--- src/rtl/scurve_pkg.sv ---
// Shared constants and FSM encoding for the S-curve FIFO read / uplink path.
package scurve_pkg;
  localparam int          DATA_W_DEF   = 16;
  localparam logic [15:0] HDR_WORD_DEF = 16'hFF45;
  localparam logic [7:0]  TRL_TAG      = 8'hFF;
  localparam int          PKT_LEN_MIN  = 1;
  localparam int          PKT_LEN_MAX  = 255;

  typedef enum logic [2:0] {
    ST_IDLE = 3'd0,
    ST_HDR  = 3'd1,
    ST_REQ  = 3'd2,
    ST_WAIT = 3'd3,
    ST_OUT  = 3'd4,
    ST_TRL  = 3'd5
  } drain_state_e;
endpackage

--- src/rtl/drain_out_reg.sv ---
// Uplink holding register: presents one word on m_data/m_valid and keeps it
// stable until the consumer accepts it.
module drain_out_reg import scurve_pkg::*; #(
  parameter int DATA_W = DATA_W_DEF
) (
  input  logic              clk_n,
  input  logic              rst_n,
  input  logic              load,
  input  logic [DATA_W-1:0] load_data,
  input  logic              m_ready,
  output logic [DATA_W-1:0] m_data,
  output logic              m_valid,
  output logic              hs
);
  logic              valid_d, valid_q;
  logic [DATA_W-1:0] data_d, data_q;

  always_comb begin
    valid_d = valid_q;
    data_d  = data_q;
    if (valid_q && m_ready) valid_d = 1'b0;
    // a load may coincide with the handshake of the previous word (OUT -> TRL)
    if (load) begin
      valid_d = 1'b1;
      data_d  = load_data;
    end
  end

  always_ff @(posedge clk_n or posedge rst_n) begin
    if (rst_n) begin
      valid_q <= 1'b0;
      data_q  <= '0;
    end else begin
      valid_q <= valid_d;
      data_q  <= data_d;
    end
  end

  assign hs      = valid_q && m_ready;
  assign m_valid = valid_q;
  assign m_data  = data_q;
endmodule

--- src/rtl/scurve_fifo_drain.sv ---
// Read side of the S-curve data FIFO: pops words one at a time and frames them
// as header + payload + trailer packets on the uplink valid/ready stream.
module scurve_fifo_drain import scurve_pkg::*; #(
  parameter int                DATA_W   = DATA_W_DEF,
  parameter int                PKT_LEN  = 16,
  parameter int                RD_LAT   = 2,
  parameter logic [DATA_W-1:0] HDR_WORD = DATA_W'(HDR_WORD_DEF)
) (
  input  logic              clk_n,
  input  logic              rst_n,
  input  logic              enable,
  input  logic              flush,
  input  logic              fifo_empty,
  input  logic [DATA_W-1:0] fifo_dout,
  output logic              fifo_rd_en,
  output logic [DATA_W-1:0] m_data,
  output logic              m_valid,
  input  logic              m_ready,
  output logic              busy,
  output logic [15:0]       pkt_count
);
  localparam int PKT_LEN_C = (PKT_LEN < PKT_LEN_MIN) ? PKT_LEN_MIN :
                             (PKT_LEN > PKT_LEN_MAX) ? PKT_LEN_MAX : PKT_LEN;
  localparam logic [7:0]        PKT_LEN_B = 8'(PKT_LEN_C);
  localparam int                WAIT_W    = (RD_LAT > 1) ? $clog2(RD_LAT) : 1;
  localparam logic [WAIT_W-1:0] WAIT_LAST = WAIT_W'(RD_LAT - 1);

  drain_state_e      state_d, state_q;
  logic [7:0]        word_cnt_d, word_cnt_q;
  logic [15:0]       pkt_count_d, pkt_count_q;
  logic [WAIT_W-1:0] wait_cnt_d, wait_cnt_q;
  logic              flush_pend_d, flush_pend_q;
  logic              load, hs, rd_en;
  logic [DATA_W-1:0] load_data;

  function automatic logic [DATA_W-1:0] trailer(input logic [7:0] cnt);
    return DATA_W'({TRL_TAG, cnt});
  endfunction

  always_comb begin
    state_d      = state_q;
    word_cnt_d   = word_cnt_q;
    pkt_count_d  = pkt_count_q;
    wait_cnt_d   = wait_cnt_q;
    // flush pulses arriving mid-word are held until the next REQ
    flush_pend_d = flush_pend_q | (flush & ((state_q == ST_WAIT) | (state_q == ST_OUT)));
    rd_en        = 1'b0;
    load         = 1'b0;
    load_data    = HDR_WORD;
    case (state_q)
      ST_IDLE: begin
        if (enable && !fifo_empty) begin
          state_d      = ST_HDR;
          load         = 1'b1;
          load_data    = HDR_WORD;
          flush_pend_d = 1'b0;
        end
      end
      ST_HDR: if (hs) state_d = ST_REQ;
      ST_REQ: begin
        if (flush || flush_pend_q || !enable) begin
          if (word_cnt_q != 8'd0) begin
            state_d   = ST_TRL;
            load      = 1'b1;
            load_data = trailer(word_cnt_q);
          end else begin
            state_d = ST_IDLE;
          end
        end else if (!fifo_empty) begin
          rd_en      = 1'b1;
          wait_cnt_d = '0;
          state_d    = ST_WAIT;
        end
      end
      ST_WAIT: begin
        if (wait_cnt_q == WAIT_LAST) begin
          state_d   = ST_OUT;
          load      = 1'b1;
          load_data = fifo_dout;
        end else begin
          wait_cnt_d = wait_cnt_q + 1'b1;
        end
      end
      ST_OUT: begin
        if (hs) begin
          word_cnt_d = word_cnt_q + 8'd1;
          if (word_cnt_d == PKT_LEN_B) begin
            state_d   = ST_TRL;
            load      = 1'b1;
            load_data = trailer(word_cnt_d);
          end else begin
            state_d = ST_REQ;
          end
        end
      end
      ST_TRL: begin
        if (hs) begin
          pkt_count_d  = pkt_count_q + 16'd1;
          word_cnt_d   = 8'd0;
          flush_pend_d = 1'b0;
          state_d      = ST_IDLE;
        end
      end
      default: state_d = ST_IDLE;
    endcase
  end

  always_ff @(posedge clk_n or posedge rst_n) begin
    if (rst_n) begin
      state_q      <= ST_IDLE;
      word_cnt_q   <= 8'd0;
      pkt_count_q  <= 16'd0;
      wait_cnt_q   <= '0;
      flush_pend_q <= 1'b0;
    end else begin
      state_q      <= state_d;
      word_cnt_q   <= word_cnt_d;
      pkt_count_q  <= pkt_count_d;
      wait_cnt_q   <= wait_cnt_d;
      flush_pend_q <= flush_pend_d;
    end
  end

  drain_out_reg #(.DATA_W(DATA_W)) u_out (
    .clk_n     (clk_n),
    .rst_n     (rst_n),
    .load      (load),
    .load_data (load_data),
    .m_ready   (m_ready),
    .m_data    (m_data),
    .m_valid   (m_valid),
    .hs        (hs)
  );

  assign fifo_rd_en = rd_en;
  assign busy       = (state_q != ST_IDLE);
  assign pkt_count  = pkt_count_q;
endmodule

--- config.mk ---
export PLATFORM = sky130hd
export DESIGN_NAME = scurve_fifo_drain
export DESIGN_NICKNAME = d
export VERILOG_FILES = /design/src/rtl/scurve_pkg.sv /design/src/rtl/drain_out_reg.sv /design/src/rtl/scurve_fifo_drain.sv
export SDC_FILE = /design/constraint.sdc
export NUM_CORES = 1
export LEC_CHECK = 0
export BUFFER_PORTS_ARGS = -buffer_cell sky130_fd_sc_hd__buf_2
export CAP_MARGIN = 25
export CORE_MARGIN = 2
export CORE_UTILIZATION = 47
export DETAILED_ROUTE_END_ITERATION = 10
export PLACE_DENSITY = 0.76
export SYNTH_ARGS = -nofsm -noshare
export SYNTH_HDL_FRONTEND = slang
export SYNTH_SLANG_ARGS = --single-unit
--- constraint.sdc ---
create_clock -name clk_n -period 3.8 [get_ports clk_n]
set_clock_uncertainty 0.1 [all_clocks]
set_input_delay 0.19 -clock clk_n [delete_from_list [all_inputs] [get_ports clk_n]]
set_output_delay 0.19 -clock clk_n [all_outputs]
set_load 0.01 [all_outputs]
## After elaboration in Yosys (flattened, before gate mapping)

Cells that the tools add are included.
W data, S select, Z words.

- $add $sub $neg: 3
- Equal/unequal tests: 14
- Mux-type cells: 38
- Bitwise gates (word level): 3
- Reductions and logical operators: 16

Operators by type and width:

| operator | count |
|---|---|
| $mux W8 | 6 |
| $pmux W16 S3 | 1 |
| $mux W3 | 9 |
| $pmux W3 S6 | 1 |
| $add A16 B1 Y16 const B | 1 |
| $mux W1 | 16 |
| $mux W16 | 1 |
| $pmux W8 S2 | 1 |
| $ne A2 B2 Y1 const B | 7 |
| $add A8 B1 Y8 const B | 1 |
| $eq A8 B5 Y1 const B | 1 |
| $reduce_bool A8 Y1 | 1 |
| $eq A3 B2 Y1 const B | 2 |
| $eq A3 B3 Y1 const B | 2 |
| $reduce_and A3 Y1 | 2 |
| $reduce_and A6 Y1 | 1 |
| $reduce_bool A2 Y1 | 3 |
| $pmux W1 S2 | 2 |
| $pmux W1 S4 | 1 |
| $eq A3 B1 Y1 const B | 1 |
| $logic_not A3 Y1 | 1 |
| $ne A3 B3 Y1 const B | 1 |
| $reduce_bool A3 Y1 | 1 |
| $logic_and A1 B1 Y1 | 2 |
| 6 further kinds | 9 |

- Register bits: 46
- Input port bits: 22
- Logic and storage cells: 81

## Logic depth before layout (Yosys ltp)

Gate-level depths: netlist of run 1.

- Word-level depth: 6
- Depth in mapped cells: 10
- Depth with buffers taken out: 7

## Hierarchy

From an unflattened synthesis of run 1, not the netlist that was laid out.

- Cell total of the unflattened synthesis: 258
- Area, all modules: 2596.2 sq um

By module, submodules not included:

| module | times used | cells each | area each (sq um) | seq. area each (sq um) |
|---|---|---|---|---|
| scurve_fifo_drain | 1 | 219 | 1903.1 | 725.7 |
| drain_out_reg | 1 | 39 | 693.2 | 425.4 |

## Least setup slack after synthesis of run 1

Ideal clock, no wire load.

- Kind: register -> register
- Start: register word_cnt_q[0]
- End: register u_out.data_q[3], in the netlist u_out.m_data[3]
- Data arrival time: 2.116 ns
- Required time: 3.570 ns
- Slack: 1.454 ns
- Cell stages (with the launch flop): 10
- Path buffers: 2
- Path through: dfrtp_1 -> ha_1 -> and3_2 -> mux2i_1 -> a311o_1 -> or4_1 -> buf_6 -> nand2_8 -> buf_12 -> o21ai_0

- Longest elaborated chain between the ends: 5

Ends and longest elaborated chain:

| item | line | source |
|---|---|---|
| start, declared | scurve_fifo_drain.sv:29 | `logic [7:0] word_cnt_d, word_cnt_q;` |
| start signal, assigned | scurve_fifo_drain.sv:117 | `word_cnt_q <= word_cnt_d;` |
| $add A8 B1 Y8 | scurve_fifo_drain.sv:86 | `word_cnt_d = word_cnt_q + 8'd1;` |
| $eq A8 B5 Y1 | scurve_fifo_drain.sv:87 | `if (word_cnt_d == PKT_LEN_B) begin` |
| $mux W1 / $mux W8 (equally long branches) | scurve_fifo_drain.sv:87 |  |
| $mux W1 / $mux W8 (equally long branches) | scurve_fifo_drain.sv:85 | `if (hs) begin` |
| $pmux W1 S4 / $pmux W16 S3 (equally long branches) | scurve_fifo_drain.sv:50 | `case (state_q)` |
| end signal, assigned | drain_out_reg.sv:35 | `data_q <= data_d;` |
| end, declared | drain_out_reg.sv:16 | `logic [DATA_W-1:0] data_d, data_q;` |

Several ways; a longest one is shown, not always the timed one.
A chain may end at the register's enable or synchronous reset.

## Worst setup path after layout of run 1

- Start: register state_q[1]
- End: register u_out.data_q[10], in the netlist u_out.m_data[10]

- Longest elaborated chain between the ends: 2

Ends and longest elaborated chain:

| item | line | source |
|---|---|---|
| start, declared | scurve_fifo_drain.sv:28 | `drain_state_e state_d, state_q;` |
| start signal, assigned | scurve_fifo_drain.sv:116 | `state_q <= state_d;` |
| $eq A3 B3 Y1 (tied with other cells) | scurve_fifo_drain.sv:50 |  |
| $pmux W1 S4 / $pmux W16 S3 (equally long branches) | scurve_fifo_drain.sv:50 |  |

Several ways; a longest one is shown, not always the timed one.

==> results of run 1 <==
## layout make-up
cell class	count	area share, %
Clock inverter	1	1.04
Sequential cell	46	39.9
Timing Repair Buffer	65	13.1
Clock buffer	6	2.86
Inverter	12	1.56
Tap cell	70	3.04
Multi-Input combinational cell	167	38.5
## report_power, final
part            total, W  leakage, nW  switching [W]  internal (W)
clock           0.000364       0.0573       0.000154      0.000210
combinational  0.0000318        0.735      0.0000160     0.0000158
sequential      0.000489        0.617              0      0.000489
## metrics by stage
step / cell area [um^2] / total power, W / instances / setup WS, ns / util (%)
floorplan: 2420 / 0.000508 / 237 / 1.45 / -
global placement: 2680 / 0.000523 / 352 / 1.11 / 53.2
detailed placement: 2680 / 0.000523 / 352 / 1.02 / 53.2
CTS: 2850 / 0.000890 / 364 / 1.01 / 56.4
global route: 2890 / 0.000923 / 367 / 0.797 / 57.2
finish: 2890 / 0.000885 / 367 / 0.971 / 57.2
## critical path, stage by stage (launching register included)
cell	delay [ns]
dfrtp_1	0.49
nand4b_1	0.59
nand2b_2	0.44
or4_1	0.76
nand2_8	0.22
o22a_1	0.16
## Yosys cell counts (all sizes together) (4+ instances only)
master	n
a21oi	11
and3	4
buf	8
clkbuf	4
dfrtp	46
ha	4
inv	12
nand2	25
nand2b	5
nand3	7
nand4	5
nor2	16
nor3	5
o21ai	15
o22a	8
xnor2	10
xor2	6
## worst paths after layout
check                                          startpoint                           end  slack, ns  cells past startpoint
worst max-delay path               state_q[1]$_DFFE_PP0P_  u_out.m_data[10]$_DFFE_PP0P_       0.97                      5
min in group asynchronous                           rst_n   u_out.m_data[9]$_DFFE_PP0P_       0.21                      3
worst max register to register     state_q[1]$_DFFE_PP0P_  u_out.m_data[10]$_DFFE_PP0P_       0.97                      5
worst min register to register  pkt_count[15]$_DFFE_PP0P_     pkt_count[15]$_DFFE_PP0P_       0.37                      1
worst min-delay path                        fifo_dout[15]  u_out.m_data[15]$_DFFE_PP0P_      0.006                      2
max in group asynchronous                           rst_n     u_out.m_valid$_DFFE_PP0P_       2.96                      4
## flip-flops by register name (all words and copies together) (netlist names)
name,cells
word_cnt_q,8
flush_pend_q,1
state_q,3
u_out.m_valid,1
u_out.m_data,16
wait_cnt_q,1
pkt_count,16
## repair_timing
action                                 CTS  global route
endpoints found under the hold margin    5            47
buffers inserted                         0             0
gates resized for setup                  0             0
hold buffers                             5             2
## per-layer routing
layer	track usage (%)	wire length, um
met2	28.8	2520
met3	4.76	381
met5	0	0
met1	27.1	2300
met4	4.48	34
## cell families after synthesis
family / count (synthesis) / share of synthesized area, %
and+or+nand+nor: 81 / 18.0
AOI/OAI and AO/OA: 61 / 18.0
DFF: 46 / 47.6
buffers and inverters: 24 / 6.47
xor gates and xnor gates: 16 / 5.79
muxes: 5 / 2.17
adders and majority gates: 4 / 2.07
==> key figures, run 1 <==
Worst setup path
  – Critical path type: flip-flop to flip-flop
  – Critical Path AT: 2.96 ns
  – Crit-path max FO: 15
  – CP endpoint kind: flip-flop
  – WP data required: 3.93 ns
  – Crit start category: flip-flop

Outcome
  – Status: complete, no violations

Logic synthesis
  – Prevailing post-synth register cell: dfrtp_1
  – Sequential-to-total area share from yosys stat: 47.6%
  – Number of synthesized flops with an enable pin: 0
  – Synth Net Count: 263
  – Synth top area share: 47.6%
  – Synth Cell Area: 2420 um^2
  – Unique masters post-synth: 54
  – Syn Inst Count: 237
  – Post-synth top area cell: dfrtp_1
  – Ys async rst share: 100%
  – Ranking of synthesized cells by area: dfrtp_1 48%, nand2_1 3.7%, xnor2_1 3.6%, o21ai_0 2.9%, buf_6 2.8%
  – Flops & latches, synth: 46
  – YS warnings: 0
  – Syn Area/Cell: 10.2 um^2

Clocking
  – Cts bufs inserted: 5
  – Clock Tree Root: clkbuf_8
  – Max Root-Sink Buffers: 2
  – CTS sink cnt: 46
  – Worst-skew pair later-pin latency: 0.29 ns
  – CTS tree: done
  – CTS H-tree lvls: 2
  – Clk pin slew, worst setup/hold paths: 0.08 ns

Drt
  – Final ANT Viol Nets: 0
  – Final wirelength: 5240 um
  – Vias: 1971
  – Drt wl/cell: 14.3 um
  – Drt first pass iters: 5
  – Initial drt markers: 109
  – Via density: 5.37
  – DR DRC count: 0

GRT
  – First-pass GRT wire length: 8180 um
  – GRT Residual Overflow: 0
  – Initial antenna violation count: 0
  – Largest net degree at the start of global routing: 47
  – Number of global-route vias before repair: 1739
  – Overall Global Routing Usage: 18.9%

Final layout
  – NumNets Final: 323
  – Antenna diodes: 0
  – Reg area: 1150 um^2
  – P&R area growth vs syn: 19.3%
  – Area of the multi-input gates: 1110 um^2
  – Most common cell after layout, fill and taps aside: buf_2
  – Layout fillers: 451
  – Share of cells above drive strength 1: 27.6%
  – Most frequent cells in the layout: 56 x buf_2, 46 x dfrtp_1, 24 x nand2_1

STA
  – RSZ-0062 raised after global routing: false
  – Fmax: 0.354 GHz
  – Hold Slack: 0.00626 ns
  – Slew Viols, Final: 0
  – Setup Viol. Count Final: 0
  – Tcrit/Tclk final: 74.4%
  – Worst-Margin Slew: 0.576 ns
  – Slew HR: 61.4%
  – Final min period: 2.83 ns
  – Setup total negative slack: 0 ns
  – Final Hold Viols: 0

Floorplanning
  – Die Y: 75.7 um
  – Row Count: 26
  – Ports: 57
  – CORE AREA: 5040 um^2
  – Die area: 5740 um^2
  – Initial cell density of the core: 48.0%
  – Die width: 75.7 um

Pwr
  – Worst IR Drop VDD: 0.257 mV
  – Power Dens Cells: 307 nW/um^2
  – Static leakage: 1.41 nW

Run
  – Max cap viols: 0

Worst hold path
  – Worst min-delay path category: input port to flip-flop

Place
  – DPL Wire Length: 3720 um
  – Port bufs: 56
  – RePlAce Congestion: 0.892
No activity file was read; power rests on OpenSTA's default activity.
==> inputs of run 2 (changes only) <==
--- a/config.mk
+++ b/config.mk
@@ -10,7 +10,7 @@
 export CORE_MARGIN = 2
 export CORE_UTILIZATION = 47
 export DETAILED_ROUTE_END_ITERATION = 10
-export PLACE_DENSITY = 0.76
+export PLACE_DENSITY = 0.79
 export SYNTH_ARGS = -nofsm -noshare
 export SYNTH_HDL_FRONTEND = slang
 export SYNTH_SLANG_ARGS = --single-unit
==> constraint.sdc (replaced) <==
create_clock -name clk_n -period 2.4 [get_ports clk_n]
set_clock_uncertainty 0.1 [all_clocks]
set_input_delay 0.12 -clock clk_n [delete_from_list [all_inputs] [get_ports clk_n]]
set_output_delay 0.12 -clock clk_n [all_outputs]
set_load 0.01 [all_outputs]
==> run 2 against run 1 <==
Routed wire length is 3.2% higher; global-route usage is 0.18 points higher; setup slack worse by 0.86 ns; power is 61% higher; cell area is 4.5% higher; critical path type unchanged; critical endpoint is now u_out.m_data[6]$_DFFE_PP0P_.
==> key figures, run 2 (same netlist as run 1, synthesis figures left out) <==
Worst setup path
  – Worst r2r dst: u_out.m_data[6]$_DFFE_PP0P_
  – Critical Path AT: 2.38 ns (-0.58 ns)
  – Depth of the worst register-to-register path: 8 (+3)
  – Worst R2R Setup Slack: 0.11 ns (-0.86 ns)
  – Crit-path max FO: 9 (-6)
  – R2r startpoint: word_cnt_q[0]$_DFFE_PP0P_
  – Crit start category: flip-flop
  – CP endpoint kind: flip-flop
  – WP data required: 2.49 ns (-1.44 ns)
  – Critical path type: flip-flop to flip-flop

GRT
  – GRT Residual Overflow: 0 (unchanged)
  – Overall Global Routing Usage: 19.0% (+0.18 points)
  – Largest net degree at the start of global routing: 47 (unchanged)
  – Number of global-route vias before repair: 1858 (+6.8%)
  – Initial antenna violation count: 0 (unchanged)
  – First-pass GRT wire length: 8430 um (+3.1%)

Clocking
  – Worst-skew pair later-pin latency: 0.30 ns (about the same)
  – Clock Tree Root: clkbuf_8
  – Setup Buffers After CTS: 0 (unchanged)
  – Max Root-Sink Buffers: 2 (unchanged)
  – Cts bufs inserted: 5 (unchanged)
  – CTS tree: done
  – Clk pin slew, worst setup/hold paths: 0.09 ns (about the same)
  – CTS H-tree lvls: 2 (unchanged)
  – CTS sink cnt: 46 (unchanged)

Pwr
  – Power Dens Cells: 472 nW/um^2 (+54%)
  – Final total power: 0.00142 W (+61%)
  – Worst IR Drop VDD: 0.323 mV (+25%)
  – Static leakage: 1.48 nW (+4.7%)

Place
  – DPL Wire Length: 3790 um (+1.8%)
  – Port bufs: 56 (unchanged)
  – Dpl cell area: 2750 um^2 (+2.5%)
  – RePlAce Congestion: 0.941 (+5.5%)

Run
  – Max cap viols: 0 (unchanged)

Final layout
  – Antenna diodes: 0 (unchanged)
  – Most common cell after layout, fill and taps aside: buf_2
  – Layout fillers: 429 (-4.9%)
  – NumNets Final: 338 (+4.6%)
  – Share of cells above drive strength 1: 30.0% (+2.4 points)
  – Final core occ: 59.8% (+2.6 points)
  – P&R area growth vs syn: 24.6%
  – Final instance area: 3010 um^2 (+4.5%)
  – Most frequent cells in the layout: 56 x buf_2, 46 x dfrtp_1, 24 x nand2_1

Drt
  – Final wirelength: 5410 um (+3.2%)
  – Final ANT Viol Nets: 0 (unchanged)
  – DR DRC count: 0 (unchanged)
  – Initial drt markers: 166 (+52%)
  – Drt wl/cell: 14.1 um (-1.1%)
  – Vias: 2073 (+5.2%)
  – Via density: 5.41 (+0.78%)
  – Drt first pass iters: 4 (-1)

STA
  – Tcrit/Tclk final: 95.3% (+21 points)
  – RSZ-0062 raised after global routing: false
  – Slew Viols, Final: 0 (unchanged)
  – Fmax: 0.437 GHz (+24%)
  – Setup total negative slack: 0 ns (unchanged)
  – Worst-Margin Slew: 0.935 ns (+0.359 ns)
  – Setup Viol. Count Final: 0 (unchanged)
  – Slew HR: 37.6% (-24 points)
  – Final min period: 2.29 ns (-0.541 ns)
  – Final Hold Viols: 0 (unchanged)

Worst hold path
  – Worst min-delay path category: input port to flip-flop
  – Hold path depth: 3 (+1)
  – Hold Startpoint: flush
  – Hold endpoint: flush_pend_q$_DFF_PP0_

Floorplanning
  – Die width: 75.7 um (unchanged)
  – CORE AREA: 5040 um^2 (unchanged)
  – Row Count: 26 (unchanged)
  – Initial cell density of the core: 48.0% (unchanged)
  – Die area: 5740 um^2 (unchanged)
  – Ports: 57 (unchanged)
  – Die Y: 75.7 um (unchanged)

Outcome
  – Status: complete, no violations
## run 2: layout make-up
type | count | area, um^2 | area share [%]
Sequential cell | 46 | 1150 | 38.2
Multi-Input combinational cell | 167 | 1120 | 37.1
Timing Repair Buffer | 80 | 499 | 16.6
Tap cell | 70 | 87.6 | 2.91
Clock buffer | 5 | 68.8 | 2.28
Inverter | 12 | 45.0 | 1.49
Clock inverter | 3 | 43.8 | 1.45
## run 2: per-stage QoR
stage          instances  hold WS, ns  setup WS [ns]
2_1_floorplan        237        0.146         0.0540
3_3_place_gp         361        0.231          0.127
3_5_place_dp         361        0.235         0.0675
4_1_cts              383       0.0467         0.0545
5_1_grt              383       0.0663         0.0317
6_report             383       0.0437          0.113
## run 2: how the worst max path moves through the flow
stage                                          from                     endpoint  slack [ns]  cells after the start
after global routing      word_cnt_q[0]$_DFFE_PP0P_  u_out.m_data[3]$_DFFE_PP0P_        0.03                      8
final                     word_cnt_q[0]$_DFFE_PP0P_  u_out.m_data[6]$_DFFE_PP0P_        0.11                      8
after detailed placement  word_cnt_q[0]$_DFFE_PP0P_  u_out.m_data[6]$_DFFE_PP0P_        0.07                      8
after floorplan           word_cnt_q[0]$_DFFE_PP0P_  u_out.m_data[3]$_DFFE_PP0P_        0.05                      9
after CTS                 word_cnt_q[0]$_DFFE_PP0P_  u_out.m_data[6]$_DFFE_PP0P_        0.05                      8
after global placement    word_cnt_q[0]$_DFFE_PP0P_  u_out.m_data[2]$_DFFE_PP0P_        0.13                      8
## run 2: critical path, cell delays in order (launching register included)
cell and delay (ns):
dfrtp_1 0.39, ha_2 0.21, and3_2 0.20, mux2i_1 0.12
a311o_1 0.35, or4_4 0.42, buf_6 0.16, o221a_2 0.13
o21a_1 0.10
## run 2: repair_timing
action                     CTS  global route
resized for setup            0             4
hold buffers                14             0
setup endpoints to repair    0            15
hold endpoints to repair    59             0
## run 2: power by group
group	internal, W	switching, W	leakage (nW)
clock	0.000312	0.000280	0.0585
combinational	0.0000300	0.0000266	0.800
sequential	0.000774	0	0.617
## run 2: metal layers
metal / vias up / GRT usage [%] / share of wire (%)
met5: - / 0 / 0
met4: 0 / 4.29 / 0.78
met3: 7 / 3.97 / 6.0
met2: 80 / 32.0 / 49
met1: 984 / 25.4 / 44
li1: 1002 / - / -
